## config.mk

```make
export PLATFORM = sky130hd
export DESIGN_NAME = simd_rf_wb_arbiter
export DESIGN_NICKNAME = d
export VERILOG_FILES = /design/src/rtl/simd_rf_wb_arbiter.sv
export SDC_FILE = /design/constraint.sdc
export NUM_CORES = 1
export LEC_CHECK = 0
export BUFFER_PORTS_ARGS = -buffer_cell sky130_fd_sc_hd__buf_2
export CORE_MARGIN = 2
export CORE_UTILIZATION = 56
export CTS_BUF_LIST = sky130_fd_sc_hd__clkbuf_16
export CTS_CLUSTER_DIAMETER = 120
export DETAILED_ROUTE_END_ITERATION = 8
export MAX_ROUTING_LAYER = met4
export PLACE_DENSITY = 0.88
export RECOVER_POWER = 25
export SYNTH_ARGS = -nofsm -noshare
export SYNTH_HDL_FRONTEND = slang
export SYNTH_SLANG_ARGS = --single-unit
```

## constraint.sdc

```tcl
create_clock -name clk_i -period 21.1 [get_ports clk_i]
set_input_delay 4.22 -clock clk_i [delete_from_list [all_inputs] [get_ports clk_i]]
set_output_delay 4.22 -clock clk_i [all_outputs]
set_load 0.05 [all_outputs]
```

## src/rtl/simd_rf_wb_arbiter.sv

```systemverilog
// simd_rf_wb_arbiter: shares the SIMD regfile write port between the FPU
// writeback pipeline and a 2-entry buffered remote-load response stream.
// FPU has fixed priority; a starvation counter forces a remote grant after
// starve_cycles_p consecutive denials. Regfile write port is fully registered.
// Optional macro SIMD_RF_WB_MERGE_EN: retire an FPU request and the remote
// head in the same cycle when they target the same register with disjoint masks.
module simd_rf_wb_arbiter #(
    parameter int unsigned width_p         = 33,
    parameter int unsigned lanes_p         = 4,
    parameter int unsigned addr_width_lp   = 5,
    parameter int unsigned starve_cycles_p = 4
) (
    input  logic                         clk_i,
    input  logic                         reset_n_i,
    input  logic                         fpu_v_i,
    input  logic [lanes_p-1:0]           fpu_mask_i,
    input  logic [addr_width_lp-1:0]     fpu_addr_i,
    input  logic [lanes_p*width_p-1:0]   fpu_data_i,
    output logic                         fpu_ready_o,
    input  logic                         rem_v_i,
    input  logic [lanes_p-1:0]           rem_mask_i,
    input  logic [addr_width_lp-1:0]     rem_addr_i,
    input  logic [lanes_p*width_p-1:0]   rem_data_i,
    output logic                         rem_ready_o,
    output logic [lanes_p-1:0]           w_v_o,
    output logic [addr_width_lp-1:0]     w_addr_o,
    output logic [lanes_p*width_p-1:0]   w_data_o,
    output logic                         starve_o
);

    localparam int unsigned data_w_lp   = lanes_p * width_p;
    localparam int unsigned starve_w_lp = 4;
    localparam logic [starve_w_lp-1:0] starve_max_lp = starve_w_lp'(starve_cycles_p);

    typedef struct packed {
        logic [lanes_p-1:0]       mask;
        logic [addr_width_lp-1:0] addr;
        logic [data_w_lp-1:0]     data;
    } wb_req_t;

    wb_req_t                  mem_q [2];
    logic                     rd_ptr_q, rd_ptr_d;
    logic                     wr_ptr_q, wr_ptr_d;
    logic [1:0]               count_q, count_d;
    logic [starve_w_lp-1:0]   starve_q, starve_d;
    logic [lanes_p-1:0]       w_v_q, w_v_d;
    logic [addr_width_lp-1:0] w_addr_q, w_addr_d;
    logic [data_w_lp-1:0]     w_data_q, w_data_d;

    wb_req_t rem_req_c;
    wb_req_t head_c;
    logic    nempty_c;
    logic    full_c;
    logic    force_c;
    logic    merge_c;
    logic    enq_c;
    logic    fpu_gnt_c;
    logic    rem_gnt_c;

    assign rem_req_c = '{mask: rem_mask_i, addr: rem_addr_i, data: rem_data_i};
    assign head_c    = mem_q[rd_ptr_q];
    assign nempty_c  = (count_q != 2'd0);
    assign full_c    = (count_q == 2'd2);
    assign force_c   = (starve_q == starve_max_lp) & nempty_c;
    assign enq_c     = rem_v_i & rem_ready_o;

`ifdef SIMD_RF_WB_MERGE_EN
    assign merge_c = fpu_v_i & nempty_c & (fpu_addr_i == head_c.addr)
                   & ((fpu_mask_i & head_c.mask) == '0);
`else
    assign merge_c = 1'b0;
`endif

    // Handshakes: ready derived from registered state only (plus merge)
    assign rem_ready_o = reset_n_i & ~full_c;
    assign fpu_ready_o = ~force_c | merge_c;
    assign starve_o    = force_c;

    // Grant selection: merge, forced remote, FPU, then remote
    always_comb begin
        fpu_gnt_c = 1'b0;
        rem_gnt_c = 1'b0;
        if (merge_c) begin
            fpu_gnt_c = 1'b1;
            rem_gnt_c = 1'b1;
        end else if (force_c) begin
            rem_gnt_c = 1'b1;
        end else if (fpu_v_i) begin
            fpu_gnt_c = 1'b1;
        end else if (nempty_c) begin
            rem_gnt_c = 1'b1;
        end
    end

    // Next-state for FIFO pointers/count and the starvation counter
    always_comb begin
        rd_ptr_d = rd_ptr_q;
        wr_ptr_d = wr_ptr_q;
        count_d  = count_q;
        starve_d = starve_q;
        if (rem_gnt_c) begin
            rd_ptr_d = ~rd_ptr_q;
        end
        if (enq_c) begin
            wr_ptr_d = ~wr_ptr_q;
        end
        count_d = count_q + 2'(enq_c) - 2'(rem_gnt_c);
        if (rem_gnt_c || !nempty_c) begin
            starve_d = '0;
        end else if (starve_q != starve_max_lp) begin
            starve_d = starve_q + starve_w_lp'(1);
        end
    end

    // Next value of the regfile write port; addr/data hold when idle
    always_comb begin
        w_v_d    = '0;
        w_addr_d = w_addr_q;
        w_data_d = w_data_q;
        if (merge_c) begin
            w_v_d    = fpu_mask_i | head_c.mask;
            w_addr_d = fpu_addr_i;
            for (int unsigned k = 0; k < lanes_p; k++) begin
                w_data_d[k*width_p +: width_p] = head_c.mask[k] ?
                    head_c.data[k*width_p +: width_p] : fpu_data_i[k*width_p +: width_p];
            end
        end else if (rem_gnt_c) begin
            w_v_d    = head_c.mask;
            w_addr_d = head_c.addr;
            w_data_d = head_c.data;
        end else if (fpu_gnt_c) begin
            w_v_d    = fpu_mask_i;
            w_addr_d = fpu_addr_i;
            w_data_d = fpu_data_i;
        end
    end

    // Control and output registers
    always_ff @(posedge clk_i or negedge reset_n_i) begin
        if (!reset_n_i) begin
            rd_ptr_q <= 1'b0;
            wr_ptr_q <= 1'b0;
            count_q  <= 2'd0;
            starve_q <= '0;
            w_v_q    <= '0;
            w_addr_q <= '0;
            w_data_q <= '0;
        end else begin
            rd_ptr_q <= rd_ptr_d;
            wr_ptr_q <= wr_ptr_d;
            count_q  <= count_d;
            starve_q <= starve_d;
            w_v_q    <= w_v_d;
            w_addr_q <= w_addr_d;
            w_data_q <= w_data_d;
        end
    end

    // FIFO payload storage; validity is tracked by count_q, so no reset needed
    always_ff @(posedge clk_i) begin
        if (enq_c) begin
            mem_q[wr_ptr_q] <= rem_req_c;
        end
    end

    assign w_v_o    = w_v_q;
    assign w_addr_o = w_addr_q;
    assign w_data_o = w_data_q;

endmodule

```

== Word level (Yosys, flattened, before mapping) ==
Memories as Yosys holds them, arrays and structs flattened.
Index checks and enable logic that the tools add are counted.

* Register bits: 149
* Memory bits (writable): 282
* Memories kept: 1
* Logic and storage cells: 41
* Bits of input ports: 286
* Output and inout port bits: 144

{| class="wikitable"
|+ Memory list
! memory !! words !! width !! rd ports !! clocked after memory_dff !! wr ports !! line !! source
|-
| mem_q || 2 || 141 || 1 || 0 || 1 || 41 || <nowiki>wb_req_t mem_q [2];</nowiki>
|}

* Bitwise gates (word level): 7
* Add/subtract/negate cells: 3
* Reduce and logical (&&, ||, !) cells: 5
* Multiplexer cells: 15
* Equal/unequal tests: 3

{| class="wikitable"
|+ Operators with widths
! cell !! number
|-
| 132-bit 2-to-1 mux || 2
|-
| 4-bit 2-to-1 mux || 4
|-
| 5-bit 2-to-1 mux || 2
|-
| 1-bit 2-to-1 mux || 7
|-
| 2-bit nonzero test || 3
|-
| 4-bit by 1-bit adder with 4-bit output (second input constant) || 1
|-
| 4-bit by 3-bit == test with 1-bit output (second input constant) || 1
|-
| 4-bit by 3-bit inequality test with 1-bit output (second input constant) || 1
|-
| 1-bit inverter || 4
|-
| 1-bit bitwise AND || 3
|-
| 2-bit by 1-bit adder with 2-bit output || 1
|-
| 2-bit == test (second input constant) || 1
|-
| 2-bit by 1-bit subtractor with 2-bit output || 1
|-
| 1-bit logical NOT || 1
|-
| 1-bit logical OR || 1
|}

== Depth between registers and ports, before layout ==
Gate-level depths: netlist of run 1.

* Depth after elaboration: 6
* Mapped depth: 10
* Gate-level depth less buffers: 10

== Worst setup path before layout of run 1 ==
OpenSTA, ideal clock, no wires.

* Path kind: input port to flip-flop
* From: in reset_n_i
* To: mem mem_q[0][0] in the netlist's numbering (enable)
* Buffers on the path: 0
* Path slack: 10.216 ns
* Required time: 20.456 ns
* Setup time: 0.644 ns
* Data arrival time: 10.240 ns
* Stages: 2
* Path through: o211ai_1 > nor2_1

* Word-level cells in the longest chain between the ends: 4

{| class="wikitable"
|+ RTL lines
! item !! line !! source
|-
| start: declaration || 14 || <nowiki>input logic reset_n_i,</nowiki>
|-
| 1-bit bitwise AND || 75 || <nowiki>assign rem_ready_o = reset_n_i & ~full_c;</nowiki>
|-
| 1-bit bitwise AND || 65 || <nowiki>assign enq_c = rem_v_i & rem_ready_o;</nowiki>
|-
| 1-bit 2-to-1 mux || 161 || <nowiki>if (enq_c) begin</nowiki>
|-
| 1-bit 2-to-1 mux (not written as such) || 162 || <nowiki>mem_q[wr_ptr_q] <= rem_req_c;</nowiki>
|-
| end: declaration || 41 ||
|}

Every way passes these cells.

== Worst setup path in the final report of run 1 ==
* From: in reset_n_i
* To: out rem_ready_o

* Word-level cells in the longest chain between the ends: 1

{| class="wikitable"
|+ RTL lines
! item !! line !! source
|-
| 1-bit bitwise AND || 75 ||
|-
| end: declaration || 24 || <nowiki>output logic rem_ready_o,</nowiki>
|}

Every way passes these cells.

==> results of run 1 <==
-- registers in the layout, indices dropped and copies added (netlist names) --
register	cells
count_q	2
mem_q	282
rd_ptr_q	1
starve_q	4
w_addr_o	5
w_data_o	132
w_v_o	4
wr_ptr_q	1
-- layout by cell type, fill, tap and decap left out, types with 2 or more instances in the layout --
| master | n |
|---|---|
| edfxtp_1 | 282 |
| o22ai_1 | 4 |
| clkinv_2 | 8 |
| nand2_1 | 2 |
| dfrtp_4 | 3 |
| o221a_1 | 25 |
| a21oi_2 | 10 |
| a21oi_1 | 128 |
| nand3b_1 | 2 |
| buf_2 | 371 |
| o221a_2 | 112 |
| ha_1 | 4 |
| clkbuf_16 | 47 |
| inv_6 | 2 |
| nor2_1 | 3 |
| nand3_1 | 138 |
| mux2i_1 | 142 |
| clkbuf_1 | 55 |
| bufinv_16 | 6 |
| xnor2_1 | 4 |
| nand2b_1 | 2 |
| nor3_1 | 138 |
| dfrtp_1 | 146 |
| buf_4 | 18 |
| diode_2 | 26 |
| clkinv_1 | 10 |
| inv_1 | 19 |
-- final timing paths --
kind	to	slack, ns	depth (start not counted)
setup / recovery	rem_ready_o	11.50	3
hold / removal	starve_q[0]$_DFFE_PN0P_	0.50	1
setup reg to reg	w_data_o[121]$_DFFE_PN0P_	17.49	5
hold reg to reg	starve_q[0]$_DFFE_PN0P_	0.50	1
max in group asynchronous	count_q[1]$_DFF_PN0_	15.76	2
min in group asynchronous	w_data_o[127]$_DFFE_PN0P_	3.77	1
-- metrics by stage --
step / instance area (um2) / hold WS (ns) / worst slack, ns / instances
after floorplan: 18200 / 0.461 / 10.22 / 1290
after global placement: 20400 / 0.482 / 11.45 / 2045
after detailed placement: 20400 / 0.499 / 11.43 / 2045
after CTS: 21900 / 0.507 / 11.43 / 2128
after global routing: 21900 / 0.534 / 11.36 / 2154
final: 21900 / 0.501 / 11.50 / 2154
-- worst max-delay path, cell delays in order --
cell	delay, ns
buf_6	0.63
o21a_1	0.25
buf_2	0.27
-- Yosys cell counts (2+ instances only) --
cell type    n
nand3b_1     2
xnor2_1      4
a21oi_2     10
ha_1         4
a21oi_1    128
o22ai_1      4
nand2b_1     2
o221a_1     25
o221a_2    112
clkbuf_1    72
buf_2       28
buf_4       11
nand3_1    138
mux2i_1    142
nand2_1      2
nor2_1       4
buf_6       14
nor3_1     138
inv_1       10
dfrtp_1    149
edfxtp_1   282
-- where the power goes --
| group | internal, mW | switching, mW |
|---|---|---|
| Clock | 0.476 | 0.322 |
| Combinational | 0.354 | 0.801 |
| Sequential | 1.07 | 0.129 |
| Total | 1.90 | 1.25 |
-- cell type report --
type	instances	area (um2)
Clock inverter	36	317
Inverter	10	37.5
Timing Repair Buffer	446	2210
Fill cell	2208	9920
Clock buffer	47	1180
Antenna cell	26	65.1
Multi-Input combinational cell	723	5320
Tap cell	435	544
Sequential cell	431	12200
-- routing by layer --
layer | global-route usage | share of wire | vias up
li1 | - | - | 5866
met1 | 0.343 | 0.37 | 6623
met2 | 0.471 | 0.50 | 774
met3 | 0.0589 | 0.089 | 147
met4 | 0.142 | 0.046 | 0
met5 | - | 0 | -
-- kinds of logic after synthesis --
group                      after synthesis
AOI/OAI and AO/OA                      283
adders and majority gates                4
muxes                                  142
DFF                                    431
buffers and inverters                  136
xor gates and xnor gates                 4
and+or+nand+nor                        290
==> impl_results.md, run 1 <==
- Cell area after synthesis: 0.0182 mm2
- Core area: 0.0318 mm2
- Main combinational cell family by area after synthesis: compound AO/OA/AOI/OAI gates
- Adder-cell share of the synthesized area: 0.00275
- Vias in the first global route: 13,400
- # clock sinks: 431
- Critical path launch point type: input pin
- WS Path Type: in2out
- Synth warnings: 0
- Worst-path fanout max: 86
- Final Hold Viols: 0
- Clock latency on the worst-skew pair: 0.53 ns
- Total CTS buffers: 45
- Post-synth EDFFs: 282
- Die Span Y: 184 um
- H-tree Lvls: 2
- First-pass GRT wire length: 72,900 um
- Cell area power density: 144 mW/mm2
- Largest net degree at the start of global routing: 89
- RSZ-0062 raised after global routing: no
- Top cells by area, synth: edfxtp_1, dfrtp_1, mux2i_1
- Drt drc: 0
- VDD IR-drop max: 81.3 uV
- CP endpoint kind: output pin
- Total power: 3.15 mW
- Post-route ant nets: 0
- Post-synthesis simple-gate area fraction: 0.0803
- Die W: 184 um
- Worst relative slew slack: 0.274
- I/O Pins: 430
- First-pass DRT Iterations: 7
- Vias per std cell: 6.23
- Drt wl/cell: 22.7 um
- Final worst-path cycle share: 0.455
- Ratio of cells with drive above 1 in the final layout: 0.345
- Synth unique cells: 30
- Nets: 1,947
- Post-Synthesis Cells: 1,290
- Initial Util: 0.572
- Die ar.: 0.0339 mm2
- Root Buffer: clkbuf_16
- Maxcap violations: 0
- Grt ovf: 0
- Hold buffers post-CTS: 0
- TNS Setup: 0 ns
- CP arrival: 5.38 ns
- Required time worst endpoint: 16.88 ns
- Post-Syn Nets: 1,580
- Sequential-to-total area share from yosys stat: 0.671
- CTS tree: yes
- Outcome: complete, no violations
- Final Skew: 0.0147 ns
- Ys flop type: edfxtp_1
- Synthesis-to-finish area growth: 20.3%
- Actual slew at the worst max-slew pin: 1.09 ns
- Worst hold path class: reg2reg
- Flops & latches, synth: 431
- PostCTS Resize Cnt: 0
- Fraction of registers with async set/reset: 0.346
- Worst R2R Start: count_q[0]$_DFF_PN0_
- Buffers added on ports: 429
- Top cell type's share of synthesized area: 0.466
- Syn Area/Cell: 14.1 um2
- Clk slew on worst S/H paths: 0.06 ns
- Post-synth top area cell: edfxtp_1
- Critical path launch point: reset_n_i
- Hold_sp: starve_q[0]$_DFFE_PN0P_
- Setup bufs post-CTS: 0
- Site Rows: 65
- GRT Total Usage: 0.288
- Fmax: 104 MHz
- GPL Wtd Cong: 0.852
- Clock Tree Buf Depth: 3
- Crit path time final: 9.60 ns
- Final core occ: 0.688
- 1st-iter DRT viols: 1,211
- Post-synthesis mux area share: 0.0782
- Hpwl dp: 29,900 um
- Routed wire length: 48,900 um
- Via count: 13,400
- Final setup vio count: 0
- Initial antenna violation count: 26
- Slew Limit Fails: 0
- Post-synthesis compound-gate area fraction: 0.128
- Lkg Pwr: 8.38 nW
- Post-Synth XOR/XNOR Area: 0.00193
(Power assumes the default switching activity.)
==> run 2, diff against run 1 <==
--- a/config.mk
+++ b/config.mk
@@ -7,12 +7,12 @@
 export LEC_CHECK = 0
 export BUFFER_PORTS_ARGS = -buffer_cell sky130_fd_sc_hd__buf_2
 export CORE_MARGIN = 2
-export CORE_UTILIZATION = 56
+export CORE_UTILIZATION = 49
 export CTS_BUF_LIST = sky130_fd_sc_hd__clkbuf_16
 export CTS_CLUSTER_DIAMETER = 120
 export DETAILED_ROUTE_END_ITERATION = 8
 export MAX_ROUTING_LAYER = met4
-export PLACE_DENSITY = 0.88
+export PLACE_DENSITY = 0.82
 export RECOVER_POWER = 25
 export SYNTH_ARGS = -nofsm -noshare
 export SYNTH_HDL_FRONTEND = slang
==> constraint.sdc (replaced) <==
create_clock -name clk_i -period 7.8 [get_ports clk_i]
set_input_delay 1.56 -clock clk_i [delete_from_list [all_inputs] [get_ports clk_i]]
set_output_delay 1.56 -clock clk_i [all_outputs]
set_load 0.05 [all_outputs]
==> run 2 against run 1 <==
  * Cell area shrank 0.57%
  * Routed wire length shrank 0.46%
  * Critical path depth grew 1
  * Utilization shrank 9.4 points
  * Clock skew grew 0.0080 ns
  * Critical path type is now reg2out
  * Via count shrank 1.3%
  * Clock power grew to 2.5 times the previous value
  * Sequential cell count is the same
  * Largest power group unchanged
  * Hold slack gained 0.0069 ns
  * Clock-buffer cell count shrank 2
==> impl_results.md, run 2 (synthesis gave the netlist of run 1 again) <==
- Site Rows: 70 (was 65)
- Actual slew at the worst max-slew pin: 1.14 ns (was 1.09 ns)
- Nets: 1,944 (was 1,947)
- Final hold slack: 0.508 ns (was 0.501 ns)
- Largest register FFs: 282 (unchanged)
- Most common cell after layout, fill and taps aside: buf_2 (unchanged)
- Combinational Power Share: 0.367 (was 0.366)
- Synthesis-to-finish area growth: 19.7% (was 20.3%)
- Grt ovf: 0 (unchanged)
- WS Path Type: reg2out (was in2out)
- Critical Path Max Stage Delay: 1.00 ns (was 0.63 ns)
- R2R cell count: 5 (unchanged)
- Switching share of power: 0.401 (was 0.397)
- Final worst-path cycle share: 0.587
- H-tree Lvls: 2 (unchanged)
- First-pass GRT wire length: 73,000 um (was 72,900 um)
- Int Pwr: 5.02 mW (was 1.90 mW)
- Vias per std cell: 6.08 (was 6.23)
- WP buf/inv: 2 (unchanged)
- Final setup vio count: 0 (unchanged)
- Worst Hold Depth: 1 (unchanged)
- Die W: 197 um (was 184 um)
- Drt wl/cell: 22.4 um (was 22.7 um)
- Drt drc: 0 (unchanged)
- Maxcap violations: 0 (unchanged)
- Worst R2R Start: count_q[1]$_DFF_PN0_ (was count_q[0]$_DFF_PN0_)
- Total CTS buffers: 43 (was 45)
- Required time worst endpoint: 6.24 ns (was 16.88 ns)
- Die ar.: 0.0387 mm2 (was 0.0339 mm2)
- GPL Wtd Cong: 0.854 (was 0.852)
- Initial antenna violation count: 19 (was 26)
- GRT Total Usage: 0.252 (was 0.288)
- Top reg by flops: mem_q (unchanged)
- R2r endpoint: w_data_o[13]$_DFFE_PN0P_ (was w_data_o[121]$_DFFE_PN0P_)
- RSZ-0062 raised after global routing: no (unchanged)
- CP arrival: 3.02 ns (was 5.38 ns)
- Final Hold Viols: 0 (unchanged)
- Post-route ant nets: 0 (unchanged)
- Vias in the first global route: 13,300 (was 13,400)
- Clock power frac: 0.241 (was 0.253)
- CP endpoint kind: output pin (unchanged)
- I/O Pins: 430 (unchanged)
- Worst-path cell chain: or2_4 > nand2_1 > inv_1 > buf_2 (was buf_6 > o21a_1 > buf_2)
- Sequential Area: 0.0122 mm2 (unchanged)
- Seq pwr share: 0.392 (was 0.381)
- Crit path time final: 4.58 ns
- Commonest non-fill, non-tap cells in the layout: buf_2, edfxtp_1, dfrtp_1, mux2i_1 (unchanged)
- Cell area power density: 385 mW/mm2 (was 144 mW/mm2)
- Critical path launch point type: flip-flop (was input pin)
- Ratio of cells with drive above 1 in the final layout: 0.326 (was 0.345)
- Top Family by Delay on Critical Path: simple AND/OR/NAND/NOR gates (was buffers and inverters)
- VDD IR-drop max: 227 uV (was 81.3 uV)
- Hold_sp: starve_q[0]$_DFFE_PN0P_ (unchanged)
- CP max stage cell: dfrtp_4 (was buf_6)
- Area occupied by multi-input gates: 0.00532 mm2 (unchanged)
- FILL cells: 2,907 (was 2,208)
- 1st-iter DRT viols: 1,098 (was 1,211)
- Buffers added on ports: 429 (unchanged)
- Fmax: 219 MHz
- Core area: 0.0366 mm2 (was 0.0318 mm2)
- Lkg Pwr: 8.26 nW (was 8.38 nW)
- Worst relative slew slack: 0.241 (was 0.274)
- Hpwl dp: 31,100 um (was 29,900 um)
- Via count: 13,200 (was 13,400)
- First-pass DRT Iterations: 5 (was 7)
- Hold path endpoint: starve_q[0]$_DFFE_PN0P_ (unchanged)
- Clk slew on worst S/H paths: 0.06 ns (about the same)
- Die Span Y: 197 um (was 184 um)
- Clock Tree Buf Depth: 3 (unchanged)
- # clock sinks: 431 (unchanged)
- Levels on crit path: 4 (was 3)
- Worst-path fanout max: 75 (was 86)
- Initial Util: 0.497 (was 0.572)
- Slew Limit Fails: 0 (unchanged)
- TNS Setup: 0 ns (unchanged)
- Outcome: complete, no violations (unchanged)
- Setup bufs post-CTS: 0 (unchanged)
- Largest net degree at the start of global routing: 108 (was 89)
- Final core occ: 0.594 (was 0.688)
- Total power: 8.38 mW (was 3.15 mW)
- Setup slack, reg-to-reg: 3.52 ns (was 17.49 ns)
- CTS tree: yes (unchanged)
- Psw: 3.36 mW (was 1.25 mW)
- Root Buffer: clkbuf_16 (unchanged)
- Final Skew: 0.0227 ns (was 0.0147 ns)
- PostCTS Resize Cnt: 0 (unchanged)
- Hold buffers post-CTS: 0 (unchanged)
- Routed wire length: 48,700 um (was 48,900 um)
- Clock latency on the worst-skew pair: 0.56 ns (was 0.53 ns)
- Worst hold path class: reg2reg (unchanged)
==> run 2: changes by cell type in the layout (fill, tap and decap cells not counted) <==
cell       before  now
buf_2         371  347
buf_4          18   17
bufinv_16       6    4
clkbuf_1       55   79
clkbuf_16      47   45
clkinv_2        8    5
diode_2        26   22
inv_1          19   23
inv_6           2    1
==> run 2: metrics by stage <==
step	cell area [um2]	instances	setup WS, ns
final	21800	2178	3.22
after global routing	21700	2175	3.04
after CTS	21800	2156	3.18
after detailed placement	20400	2077	3.37
after global placement	20400	2077	3.45
after floorplan	18200	1290	1.91
==> run 2: worst max-delay path by stage <==
stage,start,endpoint
detailed placement,reset_n_i,mem_q[0][118]$_DFFE_PP_
CTS,count_q[0]$_DFF_PN0_,starve_o
finish,count_q[0]$_DFF_PN0_,starve_o
global route,count_q[0]$_DFF_PN0_,starve_o
floorplan,reset_n_i,mem_q[1][0]$_DFFE_PP_
global placement,reset_n_i,mem_q[0][119]$_DFFE_PP_
==> run 2: cell type report <==
class | count | share of cell area
clock inverter | 34 | 0.0114
sequential | 431 | 0.561
clock buffer | 45 | 0.0518
multi-input combinational | 723 | 0.245
timing repair buffer | 445 | 0.100
tap | 468 | 0.0269
inverter | 10 | 0.00173
antenna | 22 | 0.00253
==> run 2: metal layers <==
metal | GRT usage | vias up | routed length, um
li1 | - | 5859 | -
met1 | 0.311 | 6508 | 18700
met2 | 0.394 | 714 | 23600
met3 | 0.0452 | 153 | 3770
met4 | 0.148 | 0 | 2580
met5 | - | - | 0
==> run 2: power groups by stage <==
stage          registers, mW  logic [mW]  clock network [mW]
6_report                3.28        3.08                2.02
3_3_place_gp            3.30        2.98                   0
3_5_place_dp            3.31        3.06                   0
2_1_floorplan           3.93        1.75                   0
4_1_cts                 3.28        3.08                2.05
5_1_grt                 3.32        3.26                2.14
